## src/rtl/mem_arbiter_pkg.sv

```systemverilog
`default_nettype none
// ============================================================================
// Module      : mem_arbiter_pkg
// Description : Shared owner-state encoding and defaults for the two-port
//               data-memory arbiter.
// Revision    : 1.0 - initial release
// ============================================================================
package mem_arbiter_pkg;

    // Owner states; the debug owner port exposes this encoding.
    typedef enum logic [1:0] {
        OWNER_IDLE = 2'd0,
        OWNER_P0   = 2'd1,
        OWNER_P1   = 2'd2
    } owner_e;

    localparam logic [1:0] c_own_idle = 2'd0;
    localparam logic [1:0] c_own0     = 2'd1;
    localparam logic [1:0] c_own1     = 2'd2;

    localparam int c_max_hold_def = 8;

    // Owner state that corresponds to a granted port index.
    function automatic logic [1:0] f_owner_of(input logic sel);
        return sel ? c_own1 : c_own0;
    endfunction

endpackage
`default_nettype wire

```

## src/rtl/mem_arbiter_if.sv

```systemverilog
`default_nettype none
// ============================================================================
// Module      : mem_arbiter_if
// Description : Bus bundle for the two requesters and the shared memory port.
//               slave = arbiter side, master = requesters plus memory side.
// Revision    : 1.0 - initial release
// ============================================================================
interface mem_arbiter_if #(
    parameter int ADDR_W = 16,
    parameter int DATA_W = 32
);
    logic              req0;
    logic              we0;
    logic [ADDR_W-1:0] addr0;
    logic [DATA_W-1:0] wdata0;
    logic              gnt0;
    logic              rvalid0;
    logic [DATA_W-1:0] rdata0;

    logic              req1;
    logic              we1;
    logic [ADDR_W-1:0] addr1;
    logic [DATA_W-1:0] wdata1;
    logic              gnt1;
    logic              rvalid1;
    logic [DATA_W-1:0] rdata1;

    logic              mem_wen;
    logic              mem_ren;
    logic [ADDR_W-1:0] mem_addr;
    logic [DATA_W-1:0] mem_wdata;
    logic [DATA_W-1:0] mem_rdata;

    modport slave (
        input  req0, we0, addr0, wdata0,
        input  req1, we1, addr1, wdata1,
        input  mem_rdata,
        output gnt0, rvalid0, rdata0,
        output gnt1, rvalid1, rdata1,
        output mem_wen, mem_ren, mem_addr, mem_wdata
    );

    modport master (
        output req0, we0, addr0, wdata0,
        output req1, we1, addr1, wdata1,
        output mem_rdata,
        input  gnt0, rvalid0, rdata0,
        input  gnt1, rvalid1, rdata1,
        input  mem_wen, mem_ren, mem_addr, mem_wdata
    );
endinterface
`default_nettype wire

```

## src/rtl/mem_arbiter_arb_rr2.sv

```systemverilog
`default_nettype none
// ============================================================================
// Module      : arb_rr2
// Description : Combinational 2-way winner select with owner hold, hold-limit
//               preemption and round-robin tie-break from idle.
// Revision    : 1.0 - initial release
// ============================================================================
module arb_rr2
    import mem_arbiter_pkg::*;
#(
    parameter int MAX_HOLD = c_max_hold_def,
    parameter int HOLD_W   = 4
) (
    input  wire logic [1:0]        req,
    input  wire logic [1:0]        owner,
    input  wire logic [HOLD_W-1:0] hold_cnt,
    input  wire logic              rr_ptr,
    output logic                   sel,
    output logic                   valid
);

    logic w_below_limit;
    assign w_below_limit = (hold_cnt < HOLD_W'(MAX_HOLD));

    // Pick the winner: lone requester wins; under contention the owner keeps
    // the port until the hold limit, and from idle the round-robin pointer decides.
    always_comb begin
        sel   = 1'b0;
        valid = |req;
        unique case (req)
            2'b01:   sel = 1'b0;
            2'b10:   sel = 1'b1;
            2'b11: begin
                if (owner == c_own0)
                    sel = w_below_limit ? 1'b0 : 1'b1;
                else if (owner == c_own1)
                    sel = w_below_limit ? 1'b1 : 1'b0;
                else
                    sel = rr_ptr;
            end
            default: sel = 1'b0;
        endcase
    end

endmodule
`default_nettype wire

```

## src/rtl/mem_arbiter.sv

```systemverilog
`default_nettype none
// ============================================================================
// Module      : mem_arbiter
// Description : Two-requester arbiter for the single data memory/IO port.
//               Zero-latency grant, bounded owner hold, round-robin fairness,
//               one-cycle read data routed back to the issuing requester.
// Revision    : 1.0 - initial release
// ============================================================================
module mem_arbiter
    import mem_arbiter_pkg::*;
#(
    parameter int ADDR_W   = 16,
    parameter int DATA_W   = 32,
    parameter int MAX_HOLD = c_max_hold_def
) (
    input  wire logic       clk,
    input  wire logic       rst,      // asynchronous, active low
    mem_arbiter_if.slave    bus,
    output logic [1:0]      owner
);

    localparam int c_hold_w = $clog2(MAX_HOLD + 1);

    logic [1:0]          r_owner;
    logic [c_hold_w-1:0] r_hold_cnt;
    logic                r_rr_ptr;
    logic                r_rd_pend;
    logic                r_rd_port;

    logic                w_sel;
    logic                w_valid;
    logic                w_win;
    logic                w_we;
    logic [1:0]          w_owner_nxt;
    logic [c_hold_w-1:0] w_hold_nxt;

    arb_rr2 #(
        .MAX_HOLD (MAX_HOLD),
        .HOLD_W   (c_hold_w)
    ) u_arb (
        .req      ({bus.req1, bus.req0}),
        .owner    (r_owner),
        .hold_cnt (r_hold_cnt),
        .rr_ptr   (r_rr_ptr),
        .sel      (w_sel),
        .valid    (w_valid)
    );

    // Grants and strobes are forced low while reset is held.
    assign w_win = w_valid & rst;
    assign w_we  = w_sel ? bus.we1 : bus.we0;

    assign bus.gnt0 = w_win & ~w_sel;
    assign bus.gnt1 = w_win &  w_sel;

    assign bus.mem_wen   = w_win &  w_we;
    assign bus.mem_ren   = w_win & ~w_we;
    assign bus.mem_addr  = w_win ? (w_sel ? bus.addr1  : bus.addr0)  : '0;
    assign bus.mem_wdata = w_win ? (w_sel ? bus.wdata1 : bus.wdata0) : '0;

    // Read data is steered by the port captured at grant time, so a later
    // owner switch cannot misroute or drop an outstanding response.
    assign bus.rvalid0 = r_rd_pend & ~r_rd_port;
    assign bus.rvalid1 = r_rd_pend &  r_rd_port;
    assign bus.rdata0  = bus.rvalid0 ? bus.mem_rdata : '0;
    assign bus.rdata1  = bus.rvalid1 ? bus.mem_rdata : '0;

    assign owner = r_owner;

    // Next owner and saturating hold count for the current winner.
    always_comb begin
        w_owner_nxt = c_own_idle;
        w_hold_nxt  = '0;
        if (w_win) begin
            w_owner_nxt = f_owner_of(w_sel);
            if (w_owner_nxt != r_owner)
                w_hold_nxt = c_hold_w'(1);
            else if (r_hold_cnt == c_hold_w'(MAX_HOLD))
                w_hold_nxt = r_hold_cnt;
            else
                w_hold_nxt = r_hold_cnt + c_hold_w'(1);
        end
    end

    // Arbitration state and read-return tracking.
    always_ff @(posedge clk or negedge rst) begin
        if (!rst) begin
            r_owner    <= c_own_idle;
            r_hold_cnt <= '0;
            r_rr_ptr   <= 1'b0;
            r_rd_pend  <= 1'b0;
            r_rd_port  <= 1'b0;
        end else begin
            r_owner    <= w_owner_nxt;
            r_hold_cnt <= w_hold_nxt;
            if (w_win)
                r_rr_ptr <= ~w_sel;
            r_rd_pend  <= w_win & ~w_we;
            if (w_win & ~w_we)
                r_rd_port <= w_sel;
        end
    end

endmodule
`default_nettype wire

```

## src/flat_wrapper.sv

```systemverilog
// flat-port wrapper written by rule: the top's interface ports become plain ports
module mem_arbiter_flat import mem_arbiter_pkg::*;
#(
    parameter int ADDR_W   = 16,
    parameter int DATA_W   = 32,
    parameter int MAX_HOLD = c_max_hold_def
)
  (clk, rst, owner, bus_req0, bus_we0, bus_addr0, bus_wdata0, bus_req1, bus_we1, bus_addr1, bus_wdata1, bus_mem_rdata, bus_gnt0, bus_rvalid0, bus_rdata0, bus_gnt1, bus_rvalid1, bus_rdata1, bus_mem_wen, bus_mem_ren, bus_mem_addr, bus_mem_wdata);
  mem_arbiter_if #(.ADDR_W(ADDR_W), .DATA_W(DATA_W)) bus_i ();
  input  wire logic clk;
  input  wire logic rst;
  output logic [1:0] owner;
  input wire logic [$bits(bus_i.req0)-1:0] bus_req0;
  input wire logic [$bits(bus_i.we0)-1:0] bus_we0;
  input wire logic [$bits(bus_i.addr0)-1:0] bus_addr0;
  input wire logic [$bits(bus_i.wdata0)-1:0] bus_wdata0;
  input wire logic [$bits(bus_i.req1)-1:0] bus_req1;
  input wire logic [$bits(bus_i.we1)-1:0] bus_we1;
  input wire logic [$bits(bus_i.addr1)-1:0] bus_addr1;
  input wire logic [$bits(bus_i.wdata1)-1:0] bus_wdata1;
  input wire logic [$bits(bus_i.mem_rdata)-1:0] bus_mem_rdata;
  output wire logic [$bits(bus_i.gnt0)-1:0] bus_gnt0;
  output wire logic [$bits(bus_i.rvalid0)-1:0] bus_rvalid0;
  output wire logic [$bits(bus_i.rdata0)-1:0] bus_rdata0;
  output wire logic [$bits(bus_i.gnt1)-1:0] bus_gnt1;
  output wire logic [$bits(bus_i.rvalid1)-1:0] bus_rvalid1;
  output wire logic [$bits(bus_i.rdata1)-1:0] bus_rdata1;
  output wire logic [$bits(bus_i.mem_wen)-1:0] bus_mem_wen;
  output wire logic [$bits(bus_i.mem_ren)-1:0] bus_mem_ren;
  output wire logic [$bits(bus_i.mem_addr)-1:0] bus_mem_addr;
  output wire logic [$bits(bus_i.mem_wdata)-1:0] bus_mem_wdata;
  assign bus_i.req0 = bus_req0;
  assign bus_i.we0 = bus_we0;
  assign bus_i.addr0 = bus_addr0;
  assign bus_i.wdata0 = bus_wdata0;
  assign bus_i.req1 = bus_req1;
  assign bus_i.we1 = bus_we1;
  assign bus_i.addr1 = bus_addr1;
  assign bus_i.wdata1 = bus_wdata1;
  assign bus_i.mem_rdata = bus_mem_rdata;
  assign bus_gnt0 = bus_i.gnt0;
  assign bus_rvalid0 = bus_i.rvalid0;
  assign bus_rdata0 = bus_i.rdata0;
  assign bus_gnt1 = bus_i.gnt1;
  assign bus_rvalid1 = bus_i.rvalid1;
  assign bus_rdata1 = bus_i.rdata1;
  assign bus_mem_wen = bus_i.mem_wen;
  assign bus_mem_ren = bus_i.mem_ren;
  assign bus_mem_addr = bus_i.mem_addr;
  assign bus_mem_wdata = bus_i.mem_wdata;
  mem_arbiter #(.ADDR_W(ADDR_W), .DATA_W(DATA_W), .MAX_HOLD(MAX_HOLD)) u_core (.clk(clk), .rst(rst), .bus(bus_i), .owner(owner));
endmodule
```

## config.mk

```make
export PLATFORM = sky130hd
export DESIGN_NAME = mem_arbiter_flat
export DESIGN_NICKNAME = d
export VERILOG_FILES = /design/src/rtl/mem_arbiter_pkg.sv /design/src/rtl/mem_arbiter_if.sv /design/src/rtl/mem_arbiter_arb_rr2.sv /design/src/rtl/mem_arbiter.sv /design/src/flat_wrapper.sv
export SDC_FILE = /design/constraint.sdc
export NUM_CORES = 1
export LEC_CHECK = 0
export CAP_MARGIN = 15
export CORE_AREA = 2 2 98 100
export CTS_CLUSTER_SIZE = 28
export DETAILED_ROUTE_END_ITERATION = 16
export DIE_AREA = 0 0 100 102
export PLACE_DENSITY = 0.7
export REMOVE_ABC_BUFFERS = 1
export SYNTH_ARGS = -nofsm -noshare
export SYNTH_HDL_FRONTEND = slang
export SYNTH_SLANG_ARGS = --single-unit
export TNS_END_PERCENT = 10
```

## constraint.sdc

```tcl
create_clock -name clk -period 1.3 [get_ports clk]
set_input_delay 0.13 -clock clk [delete_from_list [all_inputs] [get_ports clk]]
set_output_delay 0.13 -clock clk [all_outputs]
set_load 0.01 [all_outputs]
```

# --- Word-level counts from Yosys, hierarchy flattened ---
# Cells that the tools add are included.
totals:
  regBits: 9
  latch_bits: 0
  ramBits: 0
  mem_bits_ro: 0
  input_bits: 134
  output_inout_bits: 120
  word_cells: 42
  n_memories: 0
op_classes:
  addsub: 1
  n_mul: 0
  div_mod_pow: 0
  magnitude_cmp: 1
  eq_ne: 7
  shifts: 0
  mux: 17
  bitwise: 10
  n_reduce_logical: 1
op_table:
  columns: ["cell", "n"]
  rows:
  - ["$mux W32", 4]
  - ["$mux W16", 2]
  - ["$mux W4", 3]
  - ["$and A1 B1 Y1", 7]
  - ["$eq A2 B2 Y1 const B", 3]
  - ["$mux W1", 5]
  - ["$add A4 B1 Y4 const B", 1]
  - ["$eq A4 B4 Y1 const B", 1]
  - ["$lt A4 B4 Y1 const B", 1]
  - ["$mux W2", 2]
  - ["$ne A3 B3 Y1 const B", 1]
  - ["$not A1 Y1", 3]
  - ["$eq A2 B1 Y1 const B", 1]
  - ["$ne A2 B2 Y1", 1]
  - ["$pmux W1 S2", 1]
  - ["$reduce_or A2 Y1", 1]

# --- Depth between registers and ports, before layout ---
# Gate-level depths: netlist (run 1).
depth:
  word_depth: 9
  ltp_mapped: 6
  depth_no_buf: 6

# --- By module ---
# A second synthesis (run 1) with hierarchy kept.
unflattened:
  cells_unflattened: 229
  area_unflattened_um2: 1635.3
by_module_without_submodules:
  columns: ["module", "n_inst", "cells_per_inst", "area_per_inst_um2", "seq_area_each_um2"]
  rows:
  - ["mem_arbiter", 1, 222, 1591.5, 225.2]
  - ["arb_rr2", 1, 7, 43.8, 0.0]

# --- Worst setup path before layout (run 1) ---
# Ideal clock, no wire load.
synth_path:
  kind: "flip-flop to output port"
  start: "register u_core.r_owner[0], in the netlist u_core.owner[0]"
  end: "output bus_mem_addr[0]"
  arrival_time_ps: 1496
  required_ps: 1170
  slack_ps: -326
  path_stages_with_launch: 7
  path_buffers: 2
  path_cell_list: "dfrtp_1 > mux2i_1 > nand3_1 > nand3_1 > buf_4 > buf_6 > mux2i_1"
synth_via:
  elab_chain_len: 6
  elab_cells_between_ends: 7
  cone_classes: "eq/ne (2); mux (5)"
synth_lines:
  columns: ["item", "line_no", "text"]
  rows:
  - ["start: declaration", "mem_arbiter.sv:24", "logic [1:0] r_owner;"]
  - ["start signal: assignment", "mem_arbiter.sv:88", "r_owner <= c_own_idle;"]
  - ["start signal: assignment", "mem_arbiter.sv:94", "r_owner <= w_owner_nxt;"]
  - ["$eq A2 B2 Y1", "mem_arbiter_arb_rr2.sv:36", "else if (owner == c_own1)"]
  - ["$mux W1", "mem_arbiter_arb_rr2.sv:36", null]
  - ["$mux W1 *", "mem_arbiter_arb_rr2.sv:34", "if (owner == c_own0)"]
  - ["$pmux W1 S2 *", "mem_arbiter_arb_rr2.sv:30", "unique case (req)"]
  - ["$mux W16 * (2 in series)", "mem_arbiter.sv:58", "assign bus.mem_addr = w_win ? (w_sel ? bus.addr1 : bus.addr0) : '0;"]
  - ["end: declaration", "flat_wrapper.sv:30", "output wire logic [$bits(bus_i.mem_addr)-1:0] bus_mem_addr;"]
# Every way passes the cells marked *; elsewhere a longest branch is shown, timed or not.

# --- Worst setup path in the final report (run 1) ---
layout_path:
  start: "register u_core.r_owner[0], in the netlist u_core.owner[0]"
  end: "output bus_mem_wdata[6]"
layout_via:
  elab_chain_len: 6
  elab_cells_between_ends: 7
  cone_classes: "eq/ne (2); mux (5)"
layout_lines:
  columns: ["item", "line_no", "text"]
  rows:
  - ["$eq A2 B2 Y1", "mem_arbiter_arb_rr2.sv:36", null]
  - ["$mux W1", "mem_arbiter_arb_rr2.sv:36", null]
  - ["$mux W1 *", "mem_arbiter_arb_rr2.sv:34", null]
  - ["$pmux W1 S2 *", "mem_arbiter_arb_rr2.sv:30", null]
  - ["$mux W32 * (2 in series)", "mem_arbiter.sv:59", "assign bus.mem_wdata = w_win ? (w_sel ? bus.wdata1 : bus.wdata0) : '0;"]
  - ["end: declaration", "flat_wrapper.sv:31", "output wire logic [$bits(bus_i.mem_wdata)-1:0] bus_mem_wdata;"]
# Marks and branches as above.

==> impl_metrics.env, run 1 <==
export IMPL_worst_pin_slew_ps=435
export IMPL_setup_viol=97
export IMPL_core_area_um2=9110
export IMPL_worstPathArrival_ps=1960
export IMPL_p_clk_share_pct=14.2
export IMPL_yosysSeqAreaShare_pct=11.7
export IMPL_crit_path_end_kind="primary output"
export IMPL_htreeDepth=1
export IMPL_dpl_worst_slack_ps=-909
export IMPL_cts_root_buf="clkbuf_8"
export IMPL_ios=254
export IMPL_max_freq_ghz=0.478
export IMPL_ys_ff_latch=9
export IMPL_seq_power_share_pct=13.5
export IMPL_cts_buffers=3
export IMPL_crit_fanout=5
export IMPL_syn_cell_area_um2=1920
export IMPL_fin_tns_setup_ps=-41700
export IMPL_routed_wl_mm=10.4
export IMPL_grt_first_pass_wirelength_mm=15.3
export IMPL_synthCells=294
export IMPL_maxCapViolCount=0
export IMPL_vias=3067
export IMPL_min_period_ps=2090
export IMPL_routed_via_density=4.50
export IMPL_synth_top_area_share_pct=26.0
export IMPL_dp_hpwl_mm=7.75
export IMPL_crit_required_ps=1170
export IMPL_hold_class="input port to flip-flop"
export IMPL_relSlewSlack_pct=70.9
export IMPL_antenna_found_initial=0
export IMPL_fin_skew_ps=2.17
export IMPL_drt_iter0_markers=115
export IMPL_yosys_warnings=0
export IMPL_final_cell_mix="131 x clkdlybuf4s50_1, 102 x buf_2, 100 x nand2_1"
export IMPL_gp_congestion=0.791
export IMPL_ant_nets=0
export IMPL_swShare_pct=36.7
export IMPL_start_util_pct=21.1
export IMPL_fp_dieArea_um2=10200
export IMPL_final_common_cell="clkdlybuf4s50_1"
export IMPL_die_y_um=102
export IMPL_cts_max_path_buffers=2
export IMPL_post_route_period_util_pct=161
export IMPL_finalHoldViolations=0
export IMPL_synth_avg_cell_area_um2=6.54
export IMPL_drive_gt1_share_pct=32.5
export IMPL_violations="setup timing"
export IMPL_diodes=0
export IMPL_wire_per_inst_um=15.2
export IMPL_clk_pin_slew_ps=50
export IMPL_rows=35
export IMPL_wl_met3_mm=1.02
export IMPL_gr_total_overflow=0
export IMPL_final_max_slew_violation_count=0
export IMPL_p_int_mw=1.54
export IMPL_drc=0
export IMPL_final_area_um2=4630
export IMPL_tritoncts="done"
export IMPL_comb_power_share_pct=72.3
export IMPL_critPathKind="flip-flop to primary output"
export IMPL_clock_sinks=9
export IMPL_power_density_nw_per_um2=526
export IMPL_fin_nets=707
export IMPL_groute_usage_overall_pct=18.4
export IMPL_setup_slack_ps=-794
export IMPL_cp_start_kind="flip-flop"
export IMPL_met1Wirelength_mm=3.93
export IMPL_areaGrowthSynthToFinish_pct=141
export IMPL_fp_dieW_um=100
export IMPL_synth_cell_type_count=30
export IMPL_top_layer_used="met4"
export IMPL_grt_max_degree=49
export IMPL_grt_pass1_vias=3098
export IMPL_clk_latency_ps=240
export IMPL_io_buffer_count=253
export IMPL_rsz0062_at_grt="yes"
export IMPL_status="finished with violations"
export IMPL_drt_pass1_iter_count=4
export IMPL_switchingPower_mw=0.894
export IMPL_synth_area_leader_cell="mux2i_1"
export IMPL_synthTopCellsByArea="mux2i_1 26%, nand2_1 20%, dfrtp_1 12%, and2_1 11%, and3_1 11%"
export IMPL_peakVddDrop_v=0.000283
export IMPL_leakage_nw=2.55
export IMPL_dr_wl_met2_mm=5.33
export IMPL_placed_area_um2=4700
per-stage QoR:
| stage | utilization, % | total power, mW | hold WS, ps | cells |
|---|---|---|---|---|
| floorplan | - | 0.932 | -166 | 267 |
| global placement | 51.6 | 2.05 | 118 | 654 |
| detailed placement | 51.6 | 2.05 | 121 | 654 |
| CTS | 50.6 | 2.46 | 383 | 683 |
| global route | 50.8 | 2.60 | 429 | 681 |
| finish | 50.8 | 2.44 | 408 | 681 |
final cells by class:
| class | count | area, µm² |
|---|---|---|
| inverters | 4 | 15.0 |
| well taps | 111 | 139 |
| clock buffers | 4 | 45.0 |
| repair buffers | 299 | 2600 |
| multi-input cells | 254 | 1600 |
| flip-flops and latches | 9 | 226 |
| fillers | 887 | 4480 |
cells by family after synthesis:
logic type | after synthesis | synth area share, %
AOI/OAI and AO/OA | 16 | 5.27
xor gates and xnor gates | 2 | 0.912
adders and majority gates | 2 | 1.30
buffers and inverters | 31 | 8.53
DFF | 9 | 11.7
muxes | 51 | 26.6
and+or+nand+nor | 183 | 45.6
final timing paths:
| check | from | endpoint | slack, ps | cells past startpoint |
|---|---|---|---|---|
| setup / recovery | u_core.owner[0] | bus_mem_wdata[6] | -790 | 8 |
| hold / removal | rst | u_core.r_hold_cnt[2] | 410 | 4 |
| setup reg to reg | u_core.owner[0] | u_core.r_rd_pend | -390 | 6 |
| hold reg to reg | u_core.r_rr_ptr | u_core.r_rr_ptr | 580 | 1 |
| max in group asynchronous | rst | u_core.owner[0] | 400 | 3 |
| min in group asynchronous | rst | u_core.r_rr_ptr | 570 | 3 |
metal layers:
metal | GRT usage [%] | vias up
met4 | 4.11 | 0
met5 | 0 | -
met2 | 35.3 | 178
li1 | - | 1523
met3 | 4.17 | 9
met1 | 20.8 | 1357
Yosys cell counts, drive strengths merged:
cell type,count
clkbuf,18
mux2,1
a21o,1
nor2,6
a31o,1
o211ai,1
a31oi,1
o22ai,1
nor2b,3
nand3b,2
and3,33
inv,4
dfrtp,9
nand2b,1
a21oi,3
mux2i,50
o21a,1
xnor2,1
ha,2
xor2,1
and2,33
o21ai,6
nand3,4
nand2,100
or2,1
a211oi,1
buf,9
power groups by stage:
stage,combinational [mW],sequential [mW],clock (mW)
6_report,1.76,0.330,0.346
5_1_grt,1.90,0.333,0.363
4_1_cts,1.78,0.327,0.349
3_5_place_dp,1.73,0.323,0
3_3_place_gp,1.72,0.322,0
2_1_floorplan,0.567,0.365,0
registers in the layout, indices dropped and copies added (netlist names):
signal / count
u_core.r_hold_cnt: 4
u_core.owner: 2
u_core.r_rd_pend: 1
u_core.r_rd_port: 1
u_core.r_rr_ptr: 1
worst max-delay path, stage by stage, from the launching register on:
cell	delay, ps
dfrtp_2	420
mux2i_2	280
nand3_2	160
nand3_4	160
buf_6	130
buf_6	120
buf_16	120
mux2i_1	180
buf_2	150
repair_timing:
item	CTS	global route
buffers inserted	20	1
pin swaps	16	4
gates cloned	4	0
hold endpoints to repair	9	0
setup endpoints to repair	128	125
gates resized for setup	497	19
hold buffers	1	0
(Power assumes the default switching activity.)
==> run 2, diff against run 1 <==
- REMOVE_ABC_BUFFERS: 1 -> not set
==> impl_metrics.env, run 2 (synthesized netlist as in run 1, its figures left out) <==
export IMPL_status="finished with violations"
export IMPL_violations="setup timing"
export IMPL_gp_congestion=0.874
export IMPL_fin_nets=715
export IMPL_wl_met3_mm=1.07
export IMPL_max_freq_ghz=0.469
export IMPL_fp_dieArea_um2=10200
export IMPL_drt_iter0_markers=70
export IMPL_final_core_util_pct=52.2
export IMPL_groute_usage_overall_pct=18.2
export IMPL_final_max_slew_violation_count=0
export IMPL_ios=254
export IMPL_fp_dieW_um=100
export IMPL_post_route_period_util_pct=164
export IMPL_areaGrowthSynthToFinish_pct=147
export IMPL_die_y_um=102
export IMPL_relSlewSlack_pct=82.1
export IMPL_diodes=0
export IMPL_worst_pin_slew_ps=267
export IMPL_fin_skew_ps=3.23
export IMPL_final_common_cell="clkdlybuf4s50_1"
export IMPL_cpMostUsedCell="buf_6"
export IMPL_clk_pin_slew_ps=50
export IMPL_io_buffer_count=253
export IMPL_clk_latency_ps=240
export IMPL_met1Wirelength_mm=3.62
export IMPL_grt_first_pass_wirelength_mm=15.1
export IMPL_routed_via_density=4.48
export IMPL_top_layer_used="met4"
export IMPL_cts_root_buf="clkbuf_8"
export IMPL_cpPeakStageDelay_ps=450
export IMPL_cp_start_kind="flip-flop"
export IMPL_swShare_pct=36.5
export IMPL_critPathKind="flip-flop to primary output"
export IMPL_leakage_nw=2.55
export IMPL_worstPathArrival_ps=2000
export IMPL_final_area_um2=4750
export IMPL_core_area_um2=9110
export IMPL_drive_gt1_share_pct=36.2
export IMPL_drc=0
export IMPL_grt_max_degree=39
export IMPL_power_total_mw=2.49
export IMPL_rsz0062_at_grt="yes"
export IMPL_routed_wl_mm=10.1
export IMPL_vias=3088
export IMPL_p_int_mw=1.58
export IMPL_comb_power_share_pct=72.8
export IMPL_path_cells="nor2b_4 -> o211ai_2 -> nand3_4 -> buf_6 -> buf_6 -> buf_6 -> mux2_4 -> buf_6"
export IMPL_top_register="u_core.r_hold_cnt"
export IMPL_tritoncts="done"
export IMPL_seq_power_share_pct=13.3
export IMPL_min_period_ps=2130
export IMPL_largest_reg_flops=4
export IMPL_multi_input_area_um2=1720
export IMPL_start_util_pct=21.1
export IMPL_fillers=884
export IMPL_synth_nets=430
export IMPL_final_cell_mix="131 x clkdlybuf4s50_1, 99 x nand2_1, 85 x buf_2"
export IMPL_ant_nets=0
export IMPL_cts_max_path_buffers=2
export IMPL_clock_sinks=9
export IMPL_switchingPower_mw=0.910
export IMPL_hold_class="input port to async pin"
export IMPL_critical_path_buf_inv_count=4
export IMPL_p_clk_share_pct=13.9
export IMPL_dp_hpwl_mm=7.79
export IMPL_drt_pass1_iter_count=6
export IMPL_crit_fanout=5
export IMPL_grt_pass1_vias=3158
export IMPL_regArea_um2=228
export IMPL_finalHoldViolations=0
export IMPL_cts_buffers=3
export IMPL_gr_total_overflow=0
export IMPL_antenna_found_initial=0
export IMPL_crit_path_end_kind="primary output"
export IMPL_wire_per_inst_um=14.7
export IMPL_htreeDepth=1
export IMPL_placed_area_um2=4840
export IMPL_cp_top_family="buffers and inverters"
export IMPL_power_density_nw_per_um2=524
export IMPL_peakVddDrop_v=0.000251
export IMPL_worst_path_stages=8
export IMPL_dr_wl_met2_mm=5.26
export IMPL_critPathSlowestCell="dfrtp_2"
export IMPL_rows=35
export IMPL_crit_required_ps=1170
export IMPL_setup_viol=89
export IMPL_fin_tns_setup_ps=-41050
export IMPL_reg2reg_depth=7
export IMPL_maxCapViolCount=0
export IMPL_setup_slack_ps=-834
## run 2: cell type report
class                      count  area share (%)
inverter                       4           0.316
sequential                     9            4.79
clock buffer                   4           0.948
multi-input combinational    254            36.1
tap                          111            2.92
timing repair buffer         307            54.9
## run 2: timing repair
item,CTS,global route
cloned,2,0
resized for setup,366,106
pin swaps,5,3
hold endpoints to repair,9,0
buffers inserted,12,8
hold buffers,1,0
setup endpoints to repair,128,126
## run 2: path summary, 6_finish.rpt
check / start / end / slack (ps)
worst max-delay path: u_core.owner[0] / bus_mem_ren / -830
worst min-delay path: rst / u_core.owner[1] / 270
worst max register to register: u_core.owner[0] / u_core.r_rd_pend / -460
worst min register to register: u_core.r_hold_cnt[2] / u_core.r_hold_cnt[2] / 590
max in group asynchronous: rst / u_core.owner[0] / 680
min in group clk: rst / u_core.r_rd_port / 380
## run 2: power by group through the flow
stage	sequential, mW	combinational [mW]	clock [mW]
final	0.332	1.82	0.345
after CTS	0.324	1.80	0.347
after global placement	0.323	1.79	0
after floorplan	0.334	0.707	0
after detailed placement	0.323	1.80	0
after global routing	0.334	1.96	0.373
## run 2: through the flow
step,hold slack [ps],setup slack [ps],cells
after global routing,289,-889,689
after CTS,275,-801,682
after floorplan,-166,-248,294
final,272,-834,689
after detailed placement,-53.9,-941,663
after global placement,-54.0,-889,663
## run 2: worst register-to-register path: cells and delay by family (launching register included)
kind | cells | cell delay (ps)
AOI/OAI and AO/OA | 1 | 240
buffers and inverters | 3 | 360
and+or+nand+nor | 2 | 290
muxes | 1 | 300
DFF | 1 | 450
## run 2: per-layer routing
| layer | global-route usage, % | vias up |
|---|---|---|
| li1 | - | 1541 |
| met1 | 19.2 | 1367 |
| met2 | 35.0 | 165 |
| met3 | 5.54 | 15 |
| met4 | 4.85 | 0 |
| met5 | 0 | - |
==> run 3, diff against run 2 <==
--- a/config.mk
+++ b/config.mk
@@ -12,2 +12,3 @@
 export DIE_AREA = 0 0 100 102
+export GPL_ROUTABILITY_DRIVEN = 0
 export PLACE_DENSITY = 0.7
@@ -16,2 +17 @@
 export SYNTH_SLANG_ARGS = --single-unit
-export TNS_END_PERCENT = 10
==> constraint.sdc (replaced) <==
create_clock -name clk -period 1.3 [get_ports clk]
set_input_delay 0.39 -clock clk [delete_from_list [all_inputs] [get_ports clk]]
set_output_delay 0.39 -clock clk [all_outputs]
set_load 0.01 [all_outputs]
==> impl_metrics.env, run 3 (synthesized netlist as in run 1, its figures left out) <==
export IMPL_setup_viol=125
export IMPL_io_buffer_count=253
export IMPL_place_inst=661
export IMPL_groute_usage_overall_pct=20.0
export IMPL_drt_iter0_markers=28
export IMPL_maxCapViolCount=0
export IMPL_p_clk_share_pct=10.7
export IMPL_cp_start_kind="flip-flop"
export IMPL_clock_sinks=9
export IMPL_grt_pass1_vias=3277
export IMPL_fin_nets=729
export IMPL_routed_via_density=4.60
export IMPL_clk_latency_ps=230
export IMPL_core_area_um2=9110
export IMPL_hold_class="input port to async pin"
export IMPL_routed_wl_mm=11.3
export IMPL_cts_max_path_buffers=2
export IMPL_switchingPower_mw=1.07
export IMPL_status="finished with violations"
export IMPL_synth_nets=430
export IMPL_cts_root_buf="clkbuf_8"
export IMPL_power_total_mw=3.03
export IMPL_start_util_pct=21.1
export IMPL_dpl_worst_slack_ps=-1410
export IMPL_clk_pin_slew_ps=40
export IMPL_final_max_slew_violation_count=0
export IMPL_violations="setup timing"
export IMPL_final_cell_mix="115 x clkdlybuf4s50_1, 99 x nand2_1, 93 x buf_6"
export IMPL_top_register="u_core.r_hold_cnt"
export IMPL_critPathSlowestCell="dfrtp_2"
export IMPL_min_period_ps=2250
export IMPL_worstPathArrival_ps=1860
export IMPL_dp_hpwl_mm=8.00
export IMPL_vias=3234
export IMPL_comb_power_share_pct=78.3
export IMPL_grt_first_pass_wirelength_mm=16.5
export IMPL_fp_dieArea_um2=10200
export IMPL_largest_reg_flops=4
export IMPL_wire_per_inst_um=16.1
export IMPL_grt_max_degree=49
export IMPL_leakage_nw=2.71
export IMPL_drt_pass1_iter_count=4
export IMPL_path_cells="nor2b_4 -> o211ai_4 -> nand3_4 -> buf_6 -> buf_12 -> mux2i_2 -> buf_2"
export IMPL_power_density_nw_per_um2=539
export IMPL_diodes=0
export IMPL_tritoncts="done"
export IMPL_rsz0062_at_grt="yes"
export IMPL_holdBufCountCts=0
export IMPL_ant_nets=0
export IMPL_cpPeakStageDelay_ps=450
export IMPL_worst_pin_slew_ps=245
export IMPL_drive_gt1_share_pct=50.3
export IMPL_finalHoldWorstSlack_ps=146
export IMPL_final_common_cell="clkdlybuf4s50_1"
export IMPL_max_freq_ghz=0.444
export IMPL_seq_power_share_pct=11.0
export IMPL_critPathKind="flip-flop to primary output"
export IMPL_crit_path_end_kind="primary output"
export IMPL_areaGrowthSynthToFinish_pct=192
export IMPL_antenna_found_initial=0
export IMPL_finalHoldViolations=0
export IMPL_swShare_pct=35.3
export IMPL_setup_slack_ps=-951
export IMPL_fp_dieW_um=100
export IMPL_peakVddDrop_v=0.000251
export IMPL_post_route_period_util_pct=173
export IMPL_p_int_mw=1.96
export IMPL_crit_required_ps=910
export IMPL_crit_fanout=8
export IMPL_fin_skew_ps=1.65
export IMPL_gr_total_overflow=0
export IMPL_ios=254
export IMPL_die_y_um=102
export IMPL_drc=0
export IMPL_relSlewSlack_pct=83.7
export IMPL_layout_cells_non_filler=703
export IMPL_fin_tns_setup_ps=-74610
export IMPL_htreeDepth=1
export IMPL_cts_buffers=3
export IMPL_rows=35
run 3: metal layers:
layer  up-vias  part of all wire, %  track usage, %
li1       1573                    -               -
met4         0                  1.4            5.06
met5         -                    0               0
met3        12                  7.7            4.72
met1      1487                   37            21.6
met2       162                   54            39.3
run 3: per-stage QoR:
step                instance area, µm²  utilization, %
floorplan                         2140               -
global placement                  4940            54.2
detailed placement                4940            54.2
CTS                               5300            58.1
global route                      5620            61.6
finish                            5620            61.6
run 3: worst max-delay path: cells and delay by family, from the launching register on:
family | cells | cell delay, ps
flip-flops | 1 | 450
multiplexers | 1 | 190
AND/OR/NAND/NOR | 2 | 320
AO/OA/AOI/OAI | 1 | 200
buffers and inverters | 3 | 460
run 3: power groups by stage:
stage	sequential, mW	combinational (mW)	clock (mW)
6_report	0.333	2.37	0.323
3_5_place_dp	0.336	1.88	0
2_1_floorplan	0.341	0.766	0
4_1_cts	0.331	2.18	0.329
3_3_place_gp	0.333	1.87	0
5_1_grt	0.336	2.51	0.364
run 3: cell type report:
type                       instances  area [µm²]
timing repair buffer             321        3180
inverter                           4        15.0
sequential                         9         230
multi-input combinational        254        2000
tap                              111         139
fill                             761        3490
clock buffer                       4        45.0
run 3: path summary, 6_finish.rpt:
kind,start,end,slack (ps),cells past startpoint
min,rst,u_core.r_rr_ptr,150,2
min reg2reg,u_core.r_hold_cnt[2],u_core.r_hold_cnt[2],580,2
max,u_core.owner[0],bus_mem_addr[11],-950,7
min in group clk,u_core.r_hold_cnt[2],u_core.r_hold_cnt[2],580,2
max in group asynchronous,rst,u_core.r_hold_cnt[3],880,2
max reg2reg,u_core.owner[0],u_core.r_rd_pend,-270,5
run 3: timing repair:
| action | 4_1_cts | 5_1_grt |
|---|---|---|
| endpoints found under the setup margin | 129 | 129 |
| pin swaps | 15 | 13 |
| setup buffers | 34 | 13 |
| gates cloned | 6 | 1 |
| hold endpoints to repair | 0 | 0 |
| resized for setup | 606 | 98 |
